File: config.mk
export PLATFORM = sky130hd
export DESIGN_NAME = weight_pattern_gen
export DESIGN_NICKNAME = d
export VERILOG_FILES = /design/src/rtl/weight_pattern_gen.sv
export SDC_FILE = /design/constraint.sdc
export NUM_CORES = 1
export LEC_CHECK = 0
export BUFFER_PORTS_ARGS = -buffer_cell sky130_fd_sc_hd__buf_2
export CAP_MARGIN = 20
export CORE_MARGIN = 10
export CORE_UTILIZATION = 30
export CTS_BUF_LIST = sky130_fd_sc_hd__clkbuf_8
export CTS_CLUSTER_SIZE = 25
export DETAILED_ROUTE_END_ITERATION = 12
export PLACE_DENSITY = 0.55
export SETUP_SLACK_MARGIN = 0.02
export SLEW_MARGIN = 20
export SYNTH_ARGS = -nofsm -noshare
export SYNTH_HDL_FRONTEND = slang
export SYNTH_SLANG_ARGS = --single-unit
File: constraint.sdc
create_clock -name clk -period 4.7 [get_ports clk]
set_input_delay 0.47 -clock clk [delete_from_list [all_inputs] [get_ports clk]]
set_output_delay 0.47 -clock clk [all_outputs]
set_load 0.02 [all_outputs]
File: src/rtl/weight_pattern_gen.sv
// Enumerates every WIDTH-bit word with popcount k in ascending order over a
// valid/ready stream, stepping with Gosper's hack (no divider).
module weight_pattern_gen #(
    parameter int WIDTH = 8,
    parameter int CW    = $clog2(WIDTH + 1),
    parameter int IDXW  = 8
) (
    input  logic              clk,
    input  logic              rst_n,
    input  logic              start,
    input  logic [CW-1:0]     weight,
    output logic              busy,
    output logic              out_valid,
    input  logic              out_ready,
    output logic [WIDTH-1:0]  out_data,
    output logic              out_last,
    output logic [IDXW-1:0]   out_index,
    output logic              done,
    output logic              err
);

    localparam int            SW      = $clog2(WIDTH + 1);
    localparam logic [CW-1:0] C_WIDTH = CW'(WIDTH);

    typedef enum logic [0:0] {
        ST_IDLE = 1'b0,
        ST_EMIT = 1'b1
    } state_t;

    function automatic logic [WIDTH-1:0] low_ones(input logic [CW-1:0] k);
        logic [WIDTH-1:0] m;
        m = {WIDTH{1'b0}};
        for (int i = 0; i < WIDTH; i++) begin
            m[i] = (i < int'(k));
        end
        return m;
    endfunction

    // Final pattern for weight k: all k ones packed at the top.
    function automatic logic [WIDTH-1:0] top_ones(input logic [CW-1:0] k);
        logic [WIDTH-1:0] m;
        m = {WIDTH{1'b0}};
        for (int i = 0; i < WIDTH; i++) begin
            m[i] = (i >= (WIDTH - int'(k)));
        end
        return m;
    endfunction

    function automatic logic [SW-1:0] ctz(input logic [WIDTH:0] v);
        logic [SW-1:0] n;
        n = {SW{1'b0}};
        for (int i = WIDTH; i >= 0; i--) begin
            if (v[i]) begin
                n = SW'(i);
            end
        end
        return n;
    endfunction

    state_t           r_state;
    state_t           w_state_nxt;
    logic [CW-1:0]    r_k;
    logic [CW-1:0]    w_k_nxt;
    logic [WIDTH-1:0] r_pattern;
    logic [WIDTH-1:0] w_pat_nxt;
    logic [IDXW-1:0]  r_index;
    logic [IDXW-1:0]  w_idx_nxt;
    logic             r_last;
    logic             w_last_nxt;
    logic             r_done;
    logic             w_done_nxt;
    logic             r_err;
    logic             w_err_nxt;

    logic [WIDTH:0]   w_x;
    logic [WIDTH:0]   w_c;
    logic [WIDTH:0]   w_r;
    logic [WIDTH:0]   w_g_wide;
    logic [WIDTH-1:0] w_gosper;

    // Gosper step in WIDTH+1 bits; only registered when the word is not the last.
    always_comb begin
        w_x      = {1'b0, r_pattern};
        w_c      = w_x & (~w_x + (WIDTH+1)'(1));
        w_r      = w_x + w_c;
        w_g_wide = w_r | (((w_r ^ w_x) >> 2'd2) >> ctz(w_c));
        w_gosper = w_g_wide[WIDTH-1:0];
    end

    // Next-state and next-datapath decode.
    always_comb begin
        w_state_nxt = r_state;
        w_k_nxt     = r_k;
        w_pat_nxt   = r_pattern;
        w_idx_nxt   = r_index;
        w_last_nxt  = r_last;
        w_done_nxt  = 1'b0;
        w_err_nxt   = 1'b0;
        case (r_state)
            ST_IDLE: begin
                if (start) begin
                    if (weight <= C_WIDTH) begin
                        w_state_nxt = ST_EMIT;
                        w_k_nxt     = weight;
                        w_pat_nxt   = low_ones(weight);
                        w_idx_nxt   = {IDXW{1'b0}};
                        w_last_nxt  = (low_ones(weight) == top_ones(weight));
                    end else begin
                        w_err_nxt = 1'b1;
                    end
                end else begin
                    w_state_nxt = ST_IDLE;
                end
            end
            ST_EMIT: begin
                if (out_ready) begin
                    if (r_last) begin
                        w_state_nxt = ST_IDLE;
                        w_last_nxt  = 1'b0;
                        w_done_nxt  = 1'b1;
                    end else begin
                        w_pat_nxt  = w_gosper;
                        w_idx_nxt  = r_index + IDXW'(1);
                        w_last_nxt = (w_gosper == top_ones(r_k));
                    end
                end else begin
                    w_state_nxt = ST_EMIT;
                end
            end
            default: begin
                w_state_nxt = ST_IDLE;
            end
        endcase
    end

    // State register.
    always_ff @(posedge clk or negedge rst_n) begin
        if (!rst_n) begin
            r_state <= ST_IDLE;
        end else begin
            r_state <= w_state_nxt;
        end
    end

    // Datapath and pulse registers.
    always_ff @(posedge clk or negedge rst_n) begin
        if (!rst_n) begin
            r_k       <= {CW{1'b0}};
            r_pattern <= {WIDTH{1'b0}};
            r_index   <= {IDXW{1'b0}};
            r_last    <= 1'b0;
            r_done    <= 1'b0;
            r_err     <= 1'b0;
        end else begin
            r_k       <= w_k_nxt;
            r_pattern <= w_pat_nxt;
            r_index   <= w_idx_nxt;
            r_last    <= w_last_nxt;
            r_done    <= w_done_nxt;
            r_err     <= w_err_nxt;
        end
    end

    assign busy      = (r_state == ST_EMIT);
    assign out_valid = (r_state == ST_EMIT);
    assign out_data  = r_pattern;
    assign out_last  = r_last;
    assign out_index = r_index;
    assign done      = r_done;
    assign err       = r_err;

endmodule

==> results_dict.tcl <==
set metrics [dict create \
    cts_hold_buf 0 \
    ios 29 \
    max_slew_margin_pct 43.9 \
    slowest_stage "or4_1" \
    path_buf_inv 1 \
    post_cts_buffers 0 \
    port_buffers 28 \
    finalNetCount 322 \
    root_buffer "clkbuf_8" \
    leakage_nw 1.03 \
    slew_violations 0 \
    tightest_slew_ns 0.841 \
    clk_pin_slew_ns 0.09 \
    initial_utilization_pct 30.8 \
    fp-row-count 31 \
    status "complete, no violations" \
    drc 0 \
    routed_wl_mm 6.39 \
    drive_above_1_share_pct 13.4 \
    yosys.area.top_type "dfrtp_1" \
    track_usage_pct 11.1 \
    numCtsBuffers 3 \
    dieArea_mm2 0.0112 \
    cts_max_path_buffers 2 \
    die_w_um 106 \
    setup_viol 0 \
    rsz0062_at_grt "false" \
    routed_via_density 5.46 \
    rrSetupSlack_ns 1.55 \
    clock_sinks 24 \
    ys_types 55 \
    finalCritPeriodShare_pct 66.9 \
    fmax_mhz 318 \
    critical_path.max_stage_delay_ns 0.53 \
    fillers 808 \
    hold_path_class "in -> async" \
    synth_edf_count 0 \
    synthFlopType "dfrtp_1" \
    grt_max_degree 25 \
    synth_area_leaders "dfrtp_1 (27%), o21ai_0 (6.3%), nor2_1 (5.6%), a21oi_1 (4.7%), ha_1 (4.5%)" \
    min_period_ns 3.15 \
    cts_resized 0 \
    power_mw 1.96 \
    seqCellArea_um2 601 \
    synth-async-reset-ratio_pct 100 \
    gpl.final_weighted_congestion 0.894 \
    syn_area_mm2 0.00222 \
    syn2layout_area_growth_pct 10.4 \
    required_ns 4.91 \
    ys_warn_count 0 \
    synth_nets 307 \
    syn-instance-count 291 \
    worstPathMaxFanout 7 \
    irDropWorstVdd_v 0.000207 \
    ant_nets 0 \
    cp-start-kind "flop" \
    power.density_mw_per_mm2 802 \
    crit_path_cell_trace "inv_1 -> ha_1 -> nand2b_1 -> o21ai_0 -> a32oi_1 -> nor2b_1 -> ha_1 -> or3_1 -> a21oi_1 -> xnor2_1 -> or4_1 -> o21ai_1" \
    clk-insertion-delay-late_ns 0.27 \
    multi_input_area_mm2 0.00149 \
    dr.pass1.iters 4 \
    crit_start "r_k[0]" \
    crit_top_cell "ha_1" \
    maxCapViolations 0 \
    drt-wirelength-per-cell_um 15.8 \
    avgSynthCellArea_um2 7.63 \
    report.final.hold_viol_count 0 \
    die_y_um 106 \
    h-tree-depth 1 \
    crit_arrival_ns 3.35 \
    drt_iter0_drc 129 \
    synth_top_area_share_pct 27.1 \
    fin_setup_tns_ns 0 \
    crit_type "reg -> reg" \
    seq_area_frac_synth_pct 27.1 \
    overflow 0 \
    core_area_mm2 0.00721 \
    clock_skew_ns 0.00440 \
    hpwl_mm 4.83 \
    reg2reg_from "r_k[0]" \
    critPathTopFamily "simple AND/OR/NAND/NOR gates" \
    grt_pass1_wl_mm 10.6 \
    vias 2206 \
    synth-seq-cells 24 \
    diodes 0 \
    endpoint_kind "flop" \
    grt_pass1_vias 2074 \
    cts_tree "done" \
    antenna_found_initial 0 \
]
## worst paths after layout
kind / cells after the start / end
setup / recovery: 12 / out_last
hold / removal: 1 / out_index[0]
setup reg to reg: 12 / out_last
hold reg to reg: 2 / out_index[7]
max in group asynchronous: 1 / r_k[3]
min in group clk: 2 / done
## through the flow
stage	setup slack, ns	cells	cell area (um^2)	utilization [%]	hold slack (ns)
6_report	1.55	404	2450	34.0	0.172
5_1_grt	1.26	404	2450	34.0	0.218
4_1_cts	1.54	404	2450	34.0	0.197
3_5_place_dp	1.58	400	2390	33.2	0.496
3_3_place_gp	1.64	400	2390	33.2	0.489
2_1_floorplan	1.85	291	2220	-	0.174
## synthesized netlist by cell type (4+ instances only)
master and count:
a211oi_1 4, a21o_1 4, a21oi_1 21, a31oi_1 4, and3_1 4, buf_2 5, clkbuf_1 9, dfrtp_1 24
ha_1 8, inv_1 12, nand2_1 25, nand2b_1 4, nand3_1 15, nand4_1 4, nor2_1 33, nor2b_1 8
nor3_1 5, o21ai_0 28, xnor2_1 9, xor2_1 9
## metal layers
layer	vias up	global-route usage, %	wire length, um
li1	1088	-	-
met1	1042	15.6	3130
met2	66	17.0	2810
met3	10	2.05	338
met4	0	2.42	101
met5	-	0	0
## state kept, by name (all words and copies together) (netlist names)
name       flops
busy           1
done           1
err            1
out_data       8
out_index      8
out_last       1
r_k            4
## logic make-up (layout without fill, tap and decap cells)
kind of cell,count (synthesis),after routing,share of synthesized area [%]
AO/OA/AOI/OAI,92,92,28.1
XOR/XNOR,18,18,7.10
adder cells (fa/ha/maj),8,8,4.51
buffers and inverters,30,44,6.03
flip-flops,24,24,27.1
multiplexers,4,4,1.86
AND/OR/NAND/NOR,115,115,25.4
## where the power goes
group	total, mW	internal, mW	switching (mW)	leakage [nW]
clock network	0.145	0.0750	0.0700	0.0288
logic	1.31	0.513	0.802	0.700
registers	0.505	0.287	0.218	0.302
## cell usage in the layout (no fill, tap or decap), types with 2 or more instances in the layout
cell	synthesis	final
a211oi_1	4	4
a32oi_1	3	3
xor2_1	9	9
nor2b_1	8	8
nor3_1	5	5
xnor2_1	9	9
and4_1	2	2
nand2_1	25	25
ha_1	8	8
nand4_1	4	4
mux2i_1	3	3
o311ai_0	2	2
and3_1	4	4
and2_1	3	3
a31oi_1	4	4
clkbuf_8	0	4
dfrtp_1	24	24
a21o_1	4	4
o31a_1	3	3
nor2_1	33	33
or3_1	3	3
a311o_1	2	2
o2111ai_1	3	3
a221o_1	2	2
o221ai_2	2	2
buf_2	5	28
a21oi_1	21	21
nand2b_1	4	4
nand3_1	15	15
nor2_2	2	2
inv_1	12	12
o21ai_0	28	28
o211ai_1	3	3
## final cells by class
| cell class | count | area share (%) |
|---|---|---|
| timing repair buffer | 28 | 5.72 |
| inverter | 12 | 1.84 |
| clock buffer | 4 | 2.25 |
| multi-input combinational | 237 | 60.6 |
| sequential | 24 | 24.5 |
| tap | 99 | 5.06 |
Power figures use the tool's default switching activity.
